<file path="src/rtl/game_pkg.sv">
// Shared cell/result codes, FSM states and the scan direction table for the
// N x N, K-in-a-row game core.
package game_pkg;

  localparam logic [1:0] CELL_EMPTY = 2'b00;
  localparam logic [1:0] CELL_X     = 2'b01;
  localparam logic [1:0] CELL_O     = 2'b10;

  localparam logic [1:0] RES_NONE = 2'b00;
  localparam logic [1:0] RES_X    = 2'b01;
  localparam logic [1:0] RES_O    = 2'b10;
  localparam logic [1:0] RES_DRAW = 2'b11;

  typedef enum logic [1:0] {
    ST_IDLE,
    ST_WAIT,
    ST_CHECK,
    ST_DONE
  } state_t;

  // d = 0..3: horizontal, vertical, diagonal (down-right), anti-diagonal (down-left)
  localparam int DIR_DR [4] = '{0, 1, 1, 1};
  localparam int DIR_DC [4] = '{1, 0, 1, -1};

endpackage

</file>
<file path="src/rtl/game_line_check.sv">
// Looks up the cell at offset s along direction d from (row, col) and reports
// whether it lies on the board and holds the mover's mark.
module game_line_check
  import game_pkg::*;
#(
  parameter int N     = 3,
  parameter int RC_W  = $clog2(N) + 1,
  parameter int OFF_W = 3
) (
  input  logic signed [RC_W-1:0]  i_row,
  input  logic signed [RC_W-1:0]  i_col,
  input  logic        [1:0]       i_dir,
  input  logic signed [OFF_W-1:0] i_off,
  input  logic        [2*N*N-1:0] i_board,
  input  logic        [1:0]       i_mover,
  output logic                    o_hit
);

  int         w_r;
  int         w_c;
  int         w_idx;
  logic       w_in_range;
  logic [1:0] w_cell;

  always_comb begin
    // NOTE: every variable gets a default first so no path through this block infers a latch.
    w_cell     = CELL_EMPTY;
    w_r        = int'(i_row) + DIR_DR[i_dir] * int'(i_off);
    w_c        = int'(i_col) + DIR_DC[i_dir] * int'(i_off);
    // Bounds on row and column separately, so a run never wraps onto the next row.
    w_in_range = (w_r >= 0) && (w_r < N) && (w_c >= 0) && (w_c < N);
    w_idx      = w_r * N + w_c;
    for (int i = 0; i < N*N; i++) begin
      if (w_in_range && (w_idx == i)) w_cell = i_board[2*i +: 2];
    end
    o_hit = w_in_range && (w_cell == i_mover);
  end

endmodule

</file>
<file path="src/rtl/game_engine.sv">
// N x N, K-in-a-row game core: keeps board, turn and move count, and runs a
// fixed-latency win scan through the last move.
module game_engine
  import game_pkg::*;
#(
  parameter int N     = 3,
  parameter int K     = 3,
  parameter int IDX_W = $clog2(N*N)
) (
  input  logic             clk,
  input  logic             rst,
  input  logic             start,
  input  logic             key_valid,
  input  logic [IDX_W-1:0] key_data,
  output logic [2*N*N-1:0] board,
  output logic             IsTurnO,
  output logic [1:0]       result,
  output logic             move_ok,
  output logic             move_err,
  output logic             busy
);

  localparam int RC_W  = $clog2(N) + 1;
  localparam int OFF_W = $clog2(K) + 1;
  localparam int CNT_W = $clog2(N*N + 1);
  localparam int RUN_W = $clog2(K + 1);

  localparam logic signed [OFF_W-1:0] OFF_FIRST = OFF_W'(1 - K);
  localparam logic signed [OFF_W-1:0] OFF_LAST  = OFF_W'(K - 1);
  localparam logic        [CNT_W-1:0] CELLS     = CNT_W'(N * N);
  localparam logic        [RUN_W-1:0] RUN_WIN   = RUN_W'(K);

  state_t                  r_state;
  state_t                  w_state_nxt;
  logic [2*N*N-1:0]        r_board;
  logic                    r_turn_o;
  logic [1:0]              r_result;
  logic                    r_move_ok;
  logic                    r_move_err;
  logic                    r_busy;
  logic [CNT_W-1:0]        r_cnt;
  logic signed [RC_W-1:0]  r_row;
  logic signed [RC_W-1:0]  r_col;
  logic [1:0]              r_dir;
  logic signed [OFF_W-1:0] r_off;
  logic [RUN_W-1:0]        r_run;
  logic                    r_win;

  logic [1:0]       w_mover;
  logic             w_key_empty;
  logic             w_hit;
  logic             w_dir_end;
  logic             w_last_step;
  logic [RUN_W-1:0] w_run_nxt;
  logic             w_win_nxt;
  logic             w_accept;
  logic             w_reject;

  game_line_check #(
    .N    (N),
    .RC_W (RC_W),
    .OFF_W(OFF_W)
  ) u_line_check (
    .i_row  (r_row),
    .i_col  (r_col),
    .i_dir  (r_dir),
    .i_off  (r_off),
    .i_board(r_board),
    .i_mover(w_mover),
    .o_hit  (w_hit)
  );

  // Key legality and scan bookkeeping; out-of-range indices never match a cell.
  always_comb begin
    w_mover     = r_turn_o ? CELL_O : CELL_X;
    w_key_empty = 1'b0;
    for (int i = 0; i < N*N; i++) begin
      if (int'(key_data) == i) w_key_empty = (r_board[2*i +: 2] == CELL_EMPTY);
    end
    w_dir_end   = (r_off == OFF_LAST);
    w_last_step = w_dir_end && (r_dir == 2'd3);
    if (!w_hit)                w_run_nxt = '0;
    else if (r_run == RUN_WIN) w_run_nxt = r_run;
    else                       w_run_nxt = r_run + RUN_W'(1);
    w_win_nxt = r_win || (w_run_nxt == RUN_WIN);
  end

  always_comb begin
    w_state_nxt = r_state;
    w_accept    = 1'b0;
    w_reject    = 1'b0;
    if (start) begin
      w_state_nxt = ST_WAIT;
    end else begin
      unique case (r_state)
        ST_WAIT: begin
          if (key_valid) begin
            if (w_key_empty) begin
              w_accept    = 1'b1;
              w_state_nxt = ST_CHECK;
            end else begin
              w_reject = 1'b1;
            end
          end
        end
        ST_CHECK: begin
          if (w_last_step)
            w_state_nxt = (w_win_nxt || (r_cnt == CELLS)) ? ST_DONE : ST_WAIT;
        end
        default: ;
      endcase
    end
  end

  // NOTE: sequential state uses non-blocking assignments so every register samples pre-edge values.
  always_ff @(posedge clk or posedge rst) begin
    if (rst) r_state <= ST_IDLE;
    else     r_state <= w_state_nxt;
  end

  always_ff @(posedge clk or posedge rst) begin
    if (rst) begin
      // NOTE: the board is a flat register vector, not a RAM, so it is cleared by reset like any flop.
      r_board    <= '0;
      r_turn_o   <= 1'b0;
      r_result   <= RES_NONE;
      r_move_ok  <= 1'b0;
      r_move_err <= 1'b0;
      r_busy     <= 1'b0;
      r_cnt      <= '0;
      r_row      <= '0;
      r_col      <= '0;
      r_dir      <= '0;
      r_off      <= OFF_FIRST;
      r_run      <= '0;
      r_win      <= 1'b0;
    end else begin
      r_move_ok  <= w_accept;
      r_move_err <= w_reject;
      r_busy     <= (w_state_nxt == ST_CHECK);
      if (start) begin
        r_board  <= '0;
        r_turn_o <= 1'b0;
        r_result <= RES_NONE;
        r_cnt    <= '0;
      end else if (w_accept) begin
        for (int i = 0; i < N*N; i++) begin
          if (int'(key_data) == i) r_board[2*i +: 2] <= w_mover;
        end
        r_cnt <= r_cnt + CNT_W'(1);
        r_row <= RC_W'(int'(key_data) / N);
        r_col <= RC_W'(int'(key_data) % N);
        r_dir <= '0;
        r_off <= OFF_FIRST;
        r_run <= '0;
        r_win <= 1'b0;
      end else if (r_state == ST_CHECK) begin
        r_win <= w_win_nxt;
        if (w_dir_end) begin
          r_dir <= r_dir + 2'd1;
          r_off <= OFF_FIRST;
          r_run <= '0;
        end else begin
          r_off <= r_off + OFF_W'(1);
          r_run <= w_run_nxt;
        end
        // A win on the final move outranks the full-board draw.
        if (w_last_step) begin
          if (w_win_nxt)           r_result <= r_turn_o ? RES_O : RES_X;
          else if (r_cnt == CELLS) r_result <= RES_DRAW;
          else                     r_turn_o <= ~r_turn_o;
        end
      end
    end
  end

  assign board    = r_board;
  assign IsTurnO  = r_turn_o;
  assign result   = r_result;
  assign move_ok  = r_move_ok;
  assign move_err = r_move_err;
  assign busy     = r_busy;

endmodule

</file>
<file path="config.mk">
export PLATFORM = sky130hd
export DESIGN_NAME = game_engine
export DESIGN_NICKNAME = d
export VERILOG_FILES = /design/src/rtl/game_pkg.sv /design/src/rtl/game_line_check.sv /design/src/rtl/game_engine.sv
export SDC_FILE = /design/constraint.sdc
export NUM_CORES = 1
export LEC_CHECK = 0
export CORE_ASPECT_RATIO = 1.25
export CORE_MARGIN = 10
export CORE_UTILIZATION = 64
export DETAILED_ROUTE_END_ITERATION = 12
export PLACE_DENSITY = 0.83
export RECOVER_POWER = 25
export SYNTH_ARGS = -nofsm -noshare
export SYNTH_HDL_FRONTEND = slang
export SYNTH_SLANG_ARGS = --single-unit
</file>
<file path="constraint.sdc">
create_clock -name clk -period 7.95 [get_ports clk]
set_clock_uncertainty 0.05 [all_clocks]
set_input_delay 0.795 -clock clk [delete_from_list [all_inputs] [get_ports clk]]
set_output_delay 0.795 -clock clk [all_outputs]
set_load 0.05 [all_outputs]
</file>
==> metrics.md, run 1 <==
| Metric | Value |
|---|---|
| Mux share of post-synthesis cell area | 1.97% |
| Synthesis-to-finish area growth | 7.85% |
| Path type of the worst min-delay path | flip-flop to flip-flop |
| Drt wl/cell | 17.9 um |
| Setup violators final | 0 |
| R2r startpoint | r_dir[0] |
| Final Non-Filler Cells | 1120 |
| 1st-iter DRT viols | 456 |
| Post-synthesis sequential area ratio | 14.3% |
| Mapped Area | 0.00769 sq mm |
| Routed wire length | 20000 um |
| First-pass GRT wire length | 33200 um |
| Post-Synth XOR/XNOR Area | 3.19% |
| Violated checks | capacitance limit, slew limit |
| Ys flop type | dfrtp_1 |
| Final setup TNS | 0 ns |
| Critical path type | flip-flop to flip-flop |
| Max-cap violation count | 1 |
| Ys async rst share | 100% |
| Nets | 1134 |
| Critical Path Fanout Max | 8 |
| Worst setup path endpoint | result[0] |
| Post-CTS Repair Setup Buffers | 0 |
| Worst Max-Slew Pin Slew | 1.66 ns |
| Largest net degree at the start of global routing | 45 |
| Residual DRC | 0 |
| Htree depth | 2 |
| Layout cells sized above 1 | 5.11% |
| Syn Nets | 1128 |
| Initial antenna violation count | 0 |
| Post-synth EDFFs | 0 |
| Root Driver | clkbuf_16 |
| Post-Synthesis Cells | 952 |
| CP most frequent cell | ha_1 |
| Finished Core Util | 71.1% |
| Post-synthesis simple-gate area fraction | 19.8% |
| Gpl congestion | 0.977 |
| Yosys reg bits | 44 |
| PortBufs | 31 |
| Total GRT Usage | 23.4% |
| DR pass1 iterations | 5 |
| Adder-cell share of the synthesized area | 31.0% |
| Critical path's slowest cell | fa_1 |
| Max-slew violation count | 45 |
| Placement Setup Slack | 0.0809 ns |
| Die height | 143 um |
| Clock buffer depth | 2 |
| Final worst path period need | 7.56 ns |
| Starting density of the core | 65.9% |
| CTS tree | yes |
| Synth Area in Compound Gates | 22.0% |
| Reg2Reg Setup Slack | 0.39 ns |
| Worst setup path start | r_dir[0] |
| Number of distinct library cells after synthesis | 80 |
| Clock sink total | 44 |
| F_max | 132 MHz |
| Worst slew margin | -11.0% |
| Vias/cell | 6.34 |
| Dpl cells | 1112 |
| I/O pin cnt | 32 |
| Final hold vios | 0 |
| Vias | 7103 |
| Hpwl dp | 16300 um |
| Clock latency at the later pin of the worst-skew pair | 0.29 ns |
| Inserted Diodes | 0 |
| Synthesis Warnings | 0 |
| Post-route ant nets | 0 |
| Worst-case reg-to-reg path depth | 29 |
| Standard-cell rows | 44 |
| CP arrival | 7.73 ns |
| Final worst slack | 0.392 ns |
| Clock transition at path regs | 0.06 ns |
| Status | complete, but fails checks |
| Mean cell area of the mapped netlist | 8.08 sq um |
| Core ar. | 0.0117 sq mm |
| Die area | 0.0168 sq mm |
| Setup crit end kind | flip-flop |
| GRT overflow | 0 |
| Critical path startpoint category | flip-flop |
| Die Width | 118 um |
| WP data required | 8.12 ns |
| Reg2reg end | result[0] |
| Final period util | 95.1% |
| CP peak stage delay | 0.53 ns |
| Total CTS buffers | 5 |
| RSZ-0062 raised after global routing | no |
| Largest family of logic cells by synthesized area | adder cells |
| Vias in the first global route | 7102 |
metrics by stage:
step | hold slack [ns] | cell area, sq um
floorplan | 0.406 | 7690
global placement | 0.419 | 8080
detailed placement | 0.438 | 8080
CTS | 0.452 | 8250
global route | 0.478 | 8300
finish | 0.450 | 8300
layer usage:
metal	vias to the layer above	GRT usage [%]	part of all wire [%]
met1	3367	24.7	38
li1	3401	-	-
met5	-	0	0
met2	263	44.4	53
met3	72	1.83	4.1
met4	0	13.9	5.4
synthesized netlist by cell type, types with 10 or more instances:
cell type | n | area, sq um
o21ai_0 | 52 | 260
ha_1 | 130 | 1630
or3_1 | 11 | 68.8
a21oi_1 | 72 | 360
nor3_1 | 29 | 145
clkbuf_1 | 31 | 116
nand2_1 | 71 | 267
inv_1 | 110 | 413
nand3_1 | 20 | 100
nor4_1 | 10 | 62.6
nor2_1 | 72 | 270
nand4_1 | 20 | 125
fa_1 | 38 | 761
dfrtp_1 | 42 | 1050
a21o_1 | 13 | 97.6
o21a_1 | 11 | 82.6
nand2b_1 | 15 | 93.8
nor2b_1 | 10 | 62.6
xnor2_1 | 21 | 184
a31oi_1 | 12 | 75.1
final cells by class:
| type | count | area (sq um) |
|---|---|---|
| fillers | 986 | 3370 |
| repair buffers | 38 | 363 |
| clock inverters | 2 | 35.0 |
| well taps | 161 | 201 |
| flip-flops and latches | 44 | 1100 |
| inverters | 110 | 413 |
| multi-input cells | 759 | 6050 |
| clock buffers | 6 | 129 |
worst min-delay path by stage:
| stage | end | cells past startpoint | slack, ns | from |
|---|---|---|---|---|
| 2_1_floorplan | r_col[0] | 2 | 0.41 | r_col[0] |
| 3_3_place_gp | r_col[0] | 2 | 0.42 | r_col[0] |
| 3_5_place_dp | r_col[0] | 2 | 0.44 | r_col[0] |
| 4_1_cts | r_col[0] | 2 | 0.45 | r_col[0] |
| 5_1_grt | r_col[1] | 2 | 0.48 | r_col[1] |
| 6_report | r_col[0] | 2 | 0.45 | r_col[0] |
sequential cells by signal, summed over array words and instances (netlist names):
register,flops
IsTurnO,1
board,18
busy,1
move_err,1
move_ok,1
r_cnt,4
r_col,3
r_dir,2
r_off,3
r_row,3
r_run,2
r_state,2
r_win,1
result,2
layout by cell type, fill, tap and decap left out, drive strengths merged, types with 20 or more instances in the layout:
master and n:
o21ai 55, inv 110, xnor2 21, nand4 21
ha 130, nand2 71, nor2 73, nor3 29
clkdlybuf4s50 30, fa 38, a21oi 75, dfrtp 42
nand3 20
worst max-delay path: cells and delay by family (launching register included):
family,cells,cell delay (ns)
AOI/OAI and AO/OA,6,1.07
buffers and inverters,4,0.27
DFF,1,0.43
adders and majority gates,10,3.37
and+or+nand+nor,9,2.29
cell families after synthesis:
kind of cell,Yosys count
and+or+nand+nor,299
AOI/OAI and AO/OA,252
adders and majority gates,168
buffers and inverters,149
DFF,44
xor gates and xnor gates,28
muxes,12
timing repair:
item / CTS / global route
setup endpoints to repair: 0 / 8
gates resized for setup: 0 / 9
hold buffers: 0 / 0
Power of run 1 is not shown: default switching activity piles up to over one toggle a cycle in this logic, so the estimate is an artifact.
==> inputs of run 2 (changes only) <==
--- a/config.mk
+++ b/config.mk
@@ -9,8 +9,10 @@
 export CORE_MARGIN = 10
 export CORE_UTILIZATION = 64
 export DETAILED_ROUTE_END_ITERATION = 12
+export HOLD_SLACK_MARGIN = 0.1
 export PLACE_DENSITY = 0.83
 export RECOVER_POWER = 25
+export SLEW_MARGIN = 30
 export SYNTH_ARGS = -nofsm -noshare
 export SYNTH_HDL_FRONTEND = slang
 export SYNTH_SLANG_ARGS = --single-unit
==> metrics.md, run 2 (synthesis results as in run 1) <==
| Metric | Value |
|---|---|
| Final hold vios | 0 (unchanged) |
| Vias | 7079 (-0.34%) |
| Nets | 1134 (unchanged) |
| I/O pin cnt | 32 (unchanged) |
| Vias in the first global route | 7081 (-0.30%) |
| Starting density of the core | 65.9% (unchanged) |
| CP peak stage delay | 0.58 ns (+0.05 ns) |
| WP data required | 8.12 ns (about the same) |
| Max-cap violation count | 1 (unchanged) |
| Final worst slack | 0.357 ns (-0.0357 ns) |
| CTS tree | yes |
| CP arrival | 7.77 ns (+0.04 ns) |
| Largest net degree at the start of global routing | 45 (unchanged) |
| DR pass1 iterations | 7 (+2) |
| Gpl congestion | 0.977 (unchanged) |
| Die height | 143 um (unchanged) |
| Root Driver | clkbuf_16 |
| 1st-iter DRT viols | 451 (-1.1%) |
| FILL cells | 980 (-0.61%) |
| Vias/cell | 6.32 (-0.34%) |
| Synthesis-to-finish area growth | 8.13% |
| Critical path's slowest cell | fa_1 |
| Max-slew violation count | 45 (unchanged) |
| Final period util | 95.5% (+0.45 points) |
| Critical Path Fanout Max | 8 (unchanged) |
| Clock latency at the later pin of the worst-skew pair | 0.29 ns (about the same) |
| Hold Slack | 0.451 ns (+0.000208 ns) |
| First-pass GRT wire length | 33200 um (-0.23%) |
| Setup violators final | 0 (unchanged) |
| Post-route ant nets | 0 (unchanged) |
| Critical path startpoint category | flip-flop |
| CTS resizes | 0 (unchanged) |
| Post-CTS Repair Setup Buffers | 0 (unchanged) |
| Total CTS buffers | 5 (unchanged) |
| F_max | 132 MHz (-0.47%) |
| Violated checks | capacitance limit, slew limit |
| Core ar. | 0.0117 sq mm (unchanged) |
| Clock transition at path regs | 0.06 ns (about the same) |
| Worst Max-Slew Pin Slew | 1.92 ns (+0.261 ns) |
| Standard-cell rows | 44 (unchanged) |
| Status | complete, but fails checks |
| Layout cells sized above 1 | 5.32% (+0.21 points) |
| Inserted Diodes | 0 (unchanged) |
| Drt wl/cell | 17.8 um (-0.13%) |
| Initial antenna violation count | 0 (unchanged) |
| Die area | 0.0168 sq mm (unchanged) |
| Routed wire length | 20000 um (-0.13%) |
| Largest register FFs | 18 (unchanged) |
| Placement Setup Slack | 0.0853 ns (+0.00436 ns) |
| PortBufs | 31 (unchanged) |
| Critical path type | flip-flop to flip-flop |
| Die Width | 118 um (unchanged) |
| Setup crit end kind | flip-flop |
| Most frequent cells in the layout | ha_1 (130), inv_1 (109), nor2_1 (72) |
| Post-cts hold buffer count | 0 (unchanged) |
| Path type of the worst min-delay path | flip-flop to flip-flop |
| Clock sink total | 44 (unchanged) |
| Total GRT Usage | 23.4% (-0.035 points) |
| Residual DRC | 0 (unchanged) |
| Clock buffer depth | 2 (unchanged) |
| Htree depth | 2 (unchanged) |
| GRT overflow | 0 (unchanged) |
| Hpwl dp | 16300 um (-0.15%) |
| Finished Core Util | 71.3% (+0.18 points) |
| Final worst path period need | 7.59 ns (+0.0357 ns) |
| Worst slew margin | -29.0% (-18 points) |
| Commonest non-fill, non-tap cell in the layout | ha_1 |
[run 2: worst max-delay path: cells and delay by family, from the launching register on]
family,cells,cell delay [ns]
xor+xnor,1,0.20
flops,1,0.43
buf+inv,3,0.19
fa+ha+maj,8,3.15
simple gates,6,1.45
compound gates,10,2.04
[run 2: cell type report]
cell class | instances | area [sq um] | share of cell area, %
well taps | 161 | 201 | 2.42
clock buffers | 7 | 153 | 1.83
multi-input cells | 759 | 6060 | 72.8
repair buffers | 38 | 363 | 4.36
inverters | 110 | 414 | 4.98
clock inverters | 1 | 30.0 | 0.361
flip-flops and latches | 44 | 1100 | 13.3
[run 2: stage by stage]
stage	instances	setup TNS (ns)	instance area (sq um)
final	1120	0	8320
after global routing	1120	-0.00226	8320
after CTS	1120	0	8270
after detailed placement	1112	0	8090
after global placement	1112	0	8080
after floorplan	952	0	7690
[run 2: routing by layer]
metal	routed length [um]	up-vias	global-route usage (%)
li1	-	3406	-
met1	7740	3345	24.9
met2	10400	252	43.7
met3	742	76	1.79
met4	1140	0	14.5
met5	0	-	0
[run 2: worst paths after layout]
| kind | start | endpoint | slack, ns | depth (start not counted) |
|---|---|---|---|---|
| max | r_dir[0] | result[0] | 0.36 | 28 |
| min | r_col[0] | r_col[0] | 0.45 | 2 |
| max reg2reg | r_dir[0] | result[0] | 0.36 | 28 |
| min reg2reg | r_col[0] | r_col[0] | 0.45 | 2 |
| max in group asynchronous | rst | board[4] | 5.58 | 2 |
| min in group asynchronous | rst | move_ok | 1.39 | 2 |
Power of run 2 is left out for the same reason.
